**config.mk**
```make
export PLATFORM = sky130hd
export DESIGN_NAME = int_ack_sequencer
export DESIGN_NICKNAME = d
export VERILOG_FILES = /design/src/rtl/int_ack_sequencer.sv
export SDC_FILE = /design/constraint.sdc
export NUM_CORES = 1
export LEC_CHECK = 0
export BUFFER_PORTS_ARGS = -buffer_cell sky130_fd_sc_hd__buf_4
export CORE_UTILIZATION = 48
export DETAILED_ROUTE_END_ITERATION = 10
export GPL_ROUTABILITY_DRIVEN = 0
export GPL_TIMING_DRIVEN = 1
export PLACE_DENSITY = 0.76
export SYNTH_ARGS = -nofsm -noshare
export SYNTH_HDL_FRONTEND = slang
export SYNTH_SLANG_ARGS = --single-unit
```
**constraint.sdc**
```tcl
create_clock -name clk -period 2 [get_ports clk]
set_clock_uncertainty 0.05 [all_clocks]
set_input_delay 0.1 -clock clk [delete_from_list [all_inputs] [get_ports clk]]
set_output_delay 0.1 -clock clk [all_outputs]
set_load 0.1 [all_outputs]
```
**src/rtl/int_ack_sequencer.sv**
```systemverilog
// Single-level interrupt acknowledge sequencer: latches one-hot grants, applies a mask,
// and runs the irq/ack/eoi handshake with the CPU, issuing VEC_BASE+source as the vector.
module int_ack_sequencer #(
    parameter logic [7:0] VEC_BASE    = 8'h20,
    parameter logic [7:0] ACK_TIMEOUT = 8'd16
) (
    input  logic       clk,
    input  logic       rst,
    input  logic [3:0] grant,
    input  logic       mask_wr,
    input  logic [3:0] mask_in,
    input  logic       ack,
    input  logic       eoi,
    output logic       irq,
    output logic [7:0] vector,
    output logic       vec_valid,
    output logic [3:0] in_service,
    output logic [3:0] mask,
    output logic       timeout_err
);

    // Handshake: irq stays high in REQ until ack (taken on that edge), the mask
    // withdraws the request, or the ack timeout expires. eoi is only seen in SERVICE.
    typedef enum logic [1:0] {
        IDLE    = 2'd0,
        REQ     = 2'd1,
        SERVICE = 2'd2
    } state_t;

    state_t     state;
    logic [3:0] pending;
    logic [1:0] sel;
    logic [7:0] counter;

    logic [3:0] mask_next;
    logic [3:0] avail;
    logic [3:0] sel_onehot;
    logic [3:0] pending_clr;
    logic [1:0] low_idx;
    logic       ack_take;

    assign mask_next   = mask_wr ? mask_in : mask;
    assign avail       = pending & ~mask;
    assign sel_onehot  = 4'b0001 << sel;
    assign ack_take    = (state == REQ) && ack;
    assign pending_clr = ack_take ? sel_onehot : 4'b0000;
    assign irq         = (state == REQ);

    // Lowest set index wins among unmasked pending sources.
    always_comb begin
        low_idx = 2'd0;
        for (int i = 3; i >= 0; i--) begin
            if (avail[i]) low_idx = 2'(i);
        end
    end

    always_ff @(posedge clk) begin
        if (rst) begin
            state       <= IDLE;
            pending     <= 4'b0000;
            mask        <= 4'b0000;
            sel         <= 2'd0;
            counter     <= 8'd0;
            vector      <= 8'd0;
            vec_valid   <= 1'b0;
            in_service  <= 4'b0000;
            timeout_err <= 1'b0;
        end else begin
            vec_valid   <= 1'b0;
            timeout_err <= 1'b0;
            mask        <= mask_next;
            pending     <= (pending & ~pending_clr) | (grant & ~mask_next);
            case (state)
                IDLE: begin
                    if (|avail) begin
                        sel     <= low_idx;
                        counter <= 8'd0;
                        state   <= REQ;
                    end
                end
                REQ: begin
                    if (ack) begin
                        vector     <= VEC_BASE + {6'd0, sel};
                        vec_valid  <= 1'b1;
                        in_service <= sel_onehot;
                        state      <= SERVICE;
                    end else if (mask[sel]) begin
                        state <= IDLE;
                    end else if ((ACK_TIMEOUT != 8'd0) && (counter == ACK_TIMEOUT - 8'd1)) begin
                        timeout_err <= 1'b1;
                        state       <= IDLE;
                    end else if (counter != 8'hFF) begin
                        counter <= counter + 8'd1;
                    end
                end
                SERVICE: begin
                    if (eoi) begin
                        in_service <= 4'b0000;
                        state      <= IDLE;
                    end
                end
                default: state <= IDLE;
            endcase
        end
    end

endmodule

```
==> results of run 1 <==
Yosys cell counts, types with 2 or more instances:
| master | count |
|---|---|
| dfxtp_1 | 29 |
| nor2_1 | 21 |
| nand2_1 | 15 |
| a21oi_1 | 13 |
| nand3_1 | 11 |
| nand2b_1 | 9 |
| mux2i_1 | 6 |
| o21ai_1 | 6 |
| buf_4 | 5 |
| nor3_1 | 4 |
| o31ai_1 | 4 |
| clkbuf_1 | 3 |
| inv_1 | 3 |
| nand4_1 | 3 |
| o21ai_0 | 3 |
| a22oi_1 | 2 |
| a31oi_1 | 2 |
| a41oi_1 | 2 |
| and2_1 | 2 |
| nor2b_1 | 2 |
| or4_1 | 2 |
worst register-to-register path, stage by stage (launching register included):
cell and delay [ns]:
dfxtp_4 0.37, ha_2 0.21, nand4_1 0.10, or4b_4 0.52, a311oi_4 0.27, buf_6 0.16
o21ai_1 0.07, o41ai_1 0.07
what timing repair did:
| action | CTS | global route |
|---|---|---|
| endpoints found under the setup margin | 0 | 7 |
| hold buffers | 9 | 0 |
| buffers inserted | 0 | 1 |
| resized for setup | 0 | 5 |
| hold endpoints to repair | 9 | 0 |
power groups by stage:
stage               logic (mW)  registers (mW)  clock network (mW)
finish                   0.392           0.641               0.346
detailed placement       0.367           0.654                   0
CTS                      0.382           0.641               0.355
global route             0.416           0.646               0.376
floorplan                0.222           0.726                   0
global placement         0.360           0.652                   0
cells in the final DEF (no fill, tap or decap), types with 2 or more instances in the layout:
cell / Yosys / final
nand2b_1: 9 / 9
o31ai_1: 4 / 4
inv_1: 3 / 3
mux2i_1: 6 / 6
dfxtp_2: 0 / 5
nand4_1: 3 / 3
buf_4: 5 / 27
clkinv_2: 0 / 2
a21oi_1: 13 / 13
and2_1: 2 / 2
nand2_1: 15 / 15
conb_1: 1 / 5
o21ai_0: 3 / 3
nor3_1: 4 / 4
a41oi_1: 2 / 2
dfxtp_1: 29 / 23
nor2b_1: 2 / 2
nand3_1: 11 / 11
nor2_1: 21 / 21
o21ai_1: 6 / 6
a22oi_1: 2 / 2
dlygate4sd3_1: 0 / 9
or4_1: 2 / 2
a31oi_1: 2 / 2
clkbuf_4: 0 / 5
metrics by stage:
stage               total power [mW]   util  std cells
finish                          1.38  0.635        234
global route                    1.44  0.635        234
CTS                             1.38  0.628        233
detailed placement              1.02  0.577        216
global placement                1.01  0.577        216
floorplan                      0.948      -        167
sequential cells by signal, summed over array words and instances (netlist names), 2 cells and up:
register,cells
counter,8
in_service,4
mask,4
pending,4
vector,3
sel,2
state,2
worst paths after layout:
path	startpoint	endpoint	slack, ns	cells past startpoint
max	counter[0]$_SDFFE_PP0P_	counter[4]$_SDFFE_PP0P_	0.07	7
min	mask_wr	mask[2]$_SDFF_PP0_	0.04	3
max reg2reg	counter[0]$_SDFFE_PP0P_	counter[4]$_SDFFE_PP0P_	0.07	7
min reg2reg	in_service[2]$_SDFFE_PP0P_	in_service[2]$_SDFFE_PP0P_	0.41	2
per-layer routing:
metal	share of wire	track usage
met5	0	0
met1	0.42	0.250
met2	0.50	0.386
met3	0.056	0.0674
met4	0.027	0.143
cell families after synthesis:
kind of cell | count (synthesis) | share of synthesized area
adders and majority gates | 1 | 0.00900
and+or+nand+nor | 75 | 0.273
other | 1 | 0.00270
DFF | 29 | 0.418
AOI/OAI and AO/OA | 36 | 0.176
muxes | 8 | 0.0675
buffers and inverters | 13 | 0.0540
final cells by class:
class                           instances  area, sq um  share of cell area
Timing Repair Buffer                   37          304               0.174
Clock inverter                          2         10.0             0.00571
Sequential cell                        29          591               0.337
Inverter                                4         15.0             0.00857
Multi-Input combinational cell        125          752               0.429
Tap cell                               31         38.8              0.0221
Clock buffer                            6         41.3              0.0236
==> key figures, run 1 <==
Floorplan
  • Core area: 2760 sq um
  • Chip height: 55.8 um
  • Initial Util: 0.504
  • Site row count: 19
  • Die area: a little over 3000 sq um
  • Die width: between 50 and 60 um
  • # IOs: 32

Synthesis
  • Post-synthesis sequential element count: 29
  • Ys async rst share: 0
  • Top cells by area, synth: dfxtp_1 42%, nor2_1 5.7%, a21oi_1 4.7%, mux2i_1 4.3%, nand2_1 4.1%
  • Synth Flop Type: dfxtp_1
  • Synth cell types: 37
  • Post-Syn Area: 1390 sq um
  • Yosys Warn Count: 0
  • Syn Area/Cell: 8.53 sq um
  • Synth area leader: dfxtp_1
  • Cells after Synth: roughly 160
  • Sequential-to-total area share from yosys stat: 0.418
  • Top cell type's share of synthesized area: 0.418
  • Post-synth EDFFs: 0

Worst setup path
  • Crit. End Element: flip-flop
  • Delay-heaviest family, CP: simple AND/OR/NAND/NOR gates
  • CP max stage delay: about 0.52 ns
  • Critical path class: flip-flop to flip-flop
  • CP required: 2.19 ns
  • Startpoint Class: flip-flop
  • Number of buffers and inverters on the critical path: 1
  • CP max FO: 7
  • Slowest CP cell: or4b_4
  • Worst path cell trace: ha_2 > nand4_1 > or4b_4 > a311oi_4 > buf_6 > o21ai_1 > o41ai_1
  • Critical Path AT: between 2 and 2.5 ns

STA
  • Worst Hold Slack: about 0.040 ns
  • Tmin final: around 1.9 ns
  • Sum of negative setup slack: 0 ns
  • Setup Viol. Count Final: 0
  • RSZ-0062 raised after global routing: no
  • Fmax: 518 MHz
  • Final Max Slew Viols: 0
  • Hold violation total from the final report: 0
  • Final worst slack: just over 0.07 ns
  • Final period utilization: 0.965

Power
  • Sequential share of power: 0.465
  • VDD IR max: just over 0.0007 V
  • Cell leakage power: 0.713 nW
  • Clock power share: 0.251
  • Switching Share: 0.375
  • Combinational share of power: 0.284
  • PD cells: roughly 800 nW/um^2
  • Internal power: around 860 uW
  • Psw: approximately 520 uW

Cells and area
  • Nets: between 200 and 250
  • Design area: around 1800 sq um
  • Ant diodes: 0
  • Ratio of cells with drive above 1 in the final layout: 0.246
  • Area Growth Syn to Fin: 26.0%
  • Number of fill cells in the layout: 240

Clock network
  • Clk slew on worst S/H paths: roughly 0.1 ns
  • Worst-Skew Late Latency: 0.33 ns
  • CTS tree: yes
  • H-tree levels: 2
  • Max Buffers Root-to-Sink: 2
  • CTS Buf Count: 5
  • Sink Count: 29
  • Root Driver: clkbuf_4

Placement
  • Port bufs: 26
  • Placed Area: 1590 sq um
  • Setup WS pre-CTS: between 0.05 and 0.06 ns
  • Dpl hpwl: between 2 and 2.5 mm

Worst hold path
  • Min-delay worst type: primary input to flip-flop

Global routing
  • Pin count of the biggest net entering global routing: 25
  • GRT Overall Usage: 0.228
  • Global-route wire length before repair: around 5.5 mm
  • Total grt overflow: 0
  • Initial antenna violation count: 0
  • Vias in the first global route: around 1300

Route
  • Antenna-violating nets left: 0
  • DR pass1 iterations: 4
  • # DRC: 0
  • WL per Instance: between 10 and 15 um
  • Iteration-0 DRC Markers: 27
  • Final WL: about 3.3 mm
  • Via Count: between 1000 and 1500
  • Vias per cell: between 5 and 6

Run
  • Maxcap violations: 0

Run status
  • Status: complete, no violations
No activity file was read; power rests on OpenSTA's default activity.
==> run 2: changes to the inputs <==
PLACE_DENSITY = 0.75   (was 0.76)
==> run 2 against run 1 <==
  * The flow now finishes with violations (setup timing)
  * Core utilization down 0.41 points
  * Critical path type unchanged
  * Worst hold slack worse by 0.031 ns
  * Non-clock buffer count shrank 2
  * Combinational power down 2%
  * Worst setup slack got worse by 0.083 ns
  * Via count is essentially flat
  * Power shrank 1.9%
==> key figures, run 2 (same netlist as run 1, synthesis figures left out) <==
Run status
  • Status: finished with violations
  • Failing checks: setup timing

Power
  • Clock power share: 0.244
  • Cell leakage power: 0.693 nW
  • VDD IR max: approximately 0.00054 V
  • PD cells: 778 nW/um^2
  • Psw: slightly below 500 uW
  • Total Power: around 1.4 mW
  • Switching Share: 0.363
  • Internal power: roughly 860 uW
  • Combinational share of power: 0.283
  • Sequential share of power: 0.473

Cells and area
  • Nets: about 210
  • Area Growth Syn to Fin: 25.2%
  • Top reg by flops: counter
  • Most common cell after layout, fill and taps aside: buf_4
  • Ratio of cells with drive above 1 in the final layout: 0.239
  • Ant diodes: 0
  • Number of flip-flops in the largest register: 8
  • Final core utilization: 0.631
  • Most frequent cells in the layout: 27 x buf_4, 23 x dfxtp_1, 21 x nor2_1

Floorplan
  • Initial Util: 0.504
  • Core area: 2760 sq um
  • Site row count: 19
  • # IOs: 32
  • Die area: between 3000 and 4000 sq um
  • Chip height: 55.8 um
  • Die width: between 50 and 60 um

Clock network
  • Worst-Skew Late Latency: approximately 0.33 ns
  • Clk slew on worst S/H paths: roughly 0.090 ns
  • CTS Buf Count: 5
  • Max Buffers Root-to-Sink: 2
  • Root Driver: clkbuf_4
  • H-tree levels: 2
  • Sink Count: 29
  • CTS tree: yes
  • Postcts setup bufs: 0

Worst setup path
  • Slowest CP cell: or4b_4
  • CP max FO: 7
  • Worst r2r path cells: 6
  • Startpoint Class: flip-flop
  • Crit. End Element: flip-flop
  • R2R Path Start: counter[0]$_SDFFE_PP0P_
  • CP max stage delay: approximately 0.53 ns
  • Worst R2R Setup Slack: -0.01 ns
  • RR Endpoint: counter[4]$_SDFFE_PP0P_
  • CP required: between 2 and 2.5 ns
  • Critical path class: flip-flop to flip-flop
  • Critical Path AT: 2.18 ns
  • Worst path cell trace: ha_4 > nand4_1 > or4b_4 > a311oi_4 > o21ai_1 > o41ai_1

STA
  • Final Max Slew Viols: 0
  • Fmax: 497 MHz
  • Setup Viol. Count Final: 1
  • Final worst slack: -0.0126 ns
  • Sum of negative setup slack: -0.0126 ns
  • Hold violation total from the final report: 0
  • Tmin final: 2.01 ns
  • Final period utilization: 1.01

Route
  • Final WL: around 3.3 mm
  • DR pass1 iterations: 4
  • Metal3 WL: roughly 160 um
  • Via Count: roughly 1400
  • Met1 WL: 1.40 mm
  • Vias per cell: just under 6
  • Iteration-0 DRC Markers: between 50 and 60
  • Antenna-violating nets left: 0
  • Highest routed layer: met4
  • # DRC: 0
  • DR WL met2: 1.62 mm
  • WL per Instance: around 14 um

Global routing
  • GRT Overall Usage: 0.225
  • Vias in the first global route: around 1300
  • Total grt overflow: 0
  • Pin count of the biggest net entering global routing: 25
  • Global-route wire length before repair: around 5.4 mm
  • Initial antenna violation count: 0

Placement
  • Setup WS pre-CTS: about 0.063 ns
  • Dpl hpwl: ~2.3 mm
  • Port bufs: 26

Worst hold path
  • WHS Endpoint: mask[1]$_SDFF_PP0_
  • Hold path startpoint: mask_in[1]
  • Hold depth: 3
  • Min-delay worst type: primary input to flip-flop

Run
  • Maxcap violations: 0
[run 2: critical path, delay by kind of cell (launching register included)]
kind / cells / cell delay (ns)
AO/OA/AOI/OAI: 3 / 0.66
AND/OR/NAND/NOR: 2 / 0.63
flip-flops: 1 / 0.40
adder cells (fa/ha/maj): 1 / 0.17
[run 2: timing repair]
action	CTS	global route
resized for setup	0	5
endpoints found under the hold margin	8	0
endpoints found under the setup margin	0	6
hold buffers	8	0
[run 2: per-layer routing]
layer  vias to the layer above  GRT usage
met4                         0      0.160
met5                         -          0
met1                       630      0.251
li1                        651          -
met2                        57      0.372
met3                        13     0.0558
[run 2: power groups by stage]
stage,combinational [mW],sequential (mW),clock (mW)
6_report,0.383,0.641,0.330
5_1_grt,0.406,0.647,0.365
4_1_cts,0.379,0.639,0.343
3_5_place_dp,0.366,0.652,0
3_3_place_gp,0.360,0.652,0
2_1_floorplan,0.222,0.726,0
[run 2: cell type report]
class,instances,area [sq um]
clock buffer,8,48.8
fill,231,1020
inverter,4,15.0
multi-input combinational,125,767
sequential,29,588
tap,31,38.8
timing repair buffer,35,283
[run 2: worst max path at each step]
stage | start | to | slack [ns] | depth (start not counted)
3_5_place_dp | counter[0]$_SDFFE_PP0P_ | counter[4]$_SDFFE_PP0P_ | 0.06 | 6
2_1_floorplan | state[1]$_SDFFE_PP0P_ | counter[6]$_SDFFE_PP0P_ | 0.17 | 5
3_3_place_gp | counter[0]$_SDFFE_PP0P_ | counter[4]$_SDFFE_PP0P_ | 0.13 | 6
6_report | counter[0]$_SDFFE_PP0P_ | counter[4]$_SDFFE_PP0P_ | -0.01 | 6
4_1_cts | counter[0]$_SDFFE_PP0P_ | counter[4]$_SDFFE_PP0P_ | 0.03 | 6
5_1_grt | counter[0]$_SDFFE_PP0P_ | counter[4]$_SDFFE_PP0P_ | -0.007 | 6
[run 2: stage by stage]
step / hold WS [ns] / instance area, sq um / instances
2_1_floorplan: 0.186 / 1410 / 167
3_3_place_gp: 0.286 / 1590 / 216
3_5_place_dp: 0.303 / 1590 / 216
4_1_cts: 0.00126 / 1720 / 232
5_1_grt: 0.0249 / 1740 / 232
6_report: 0.00915 / 1740 / 232
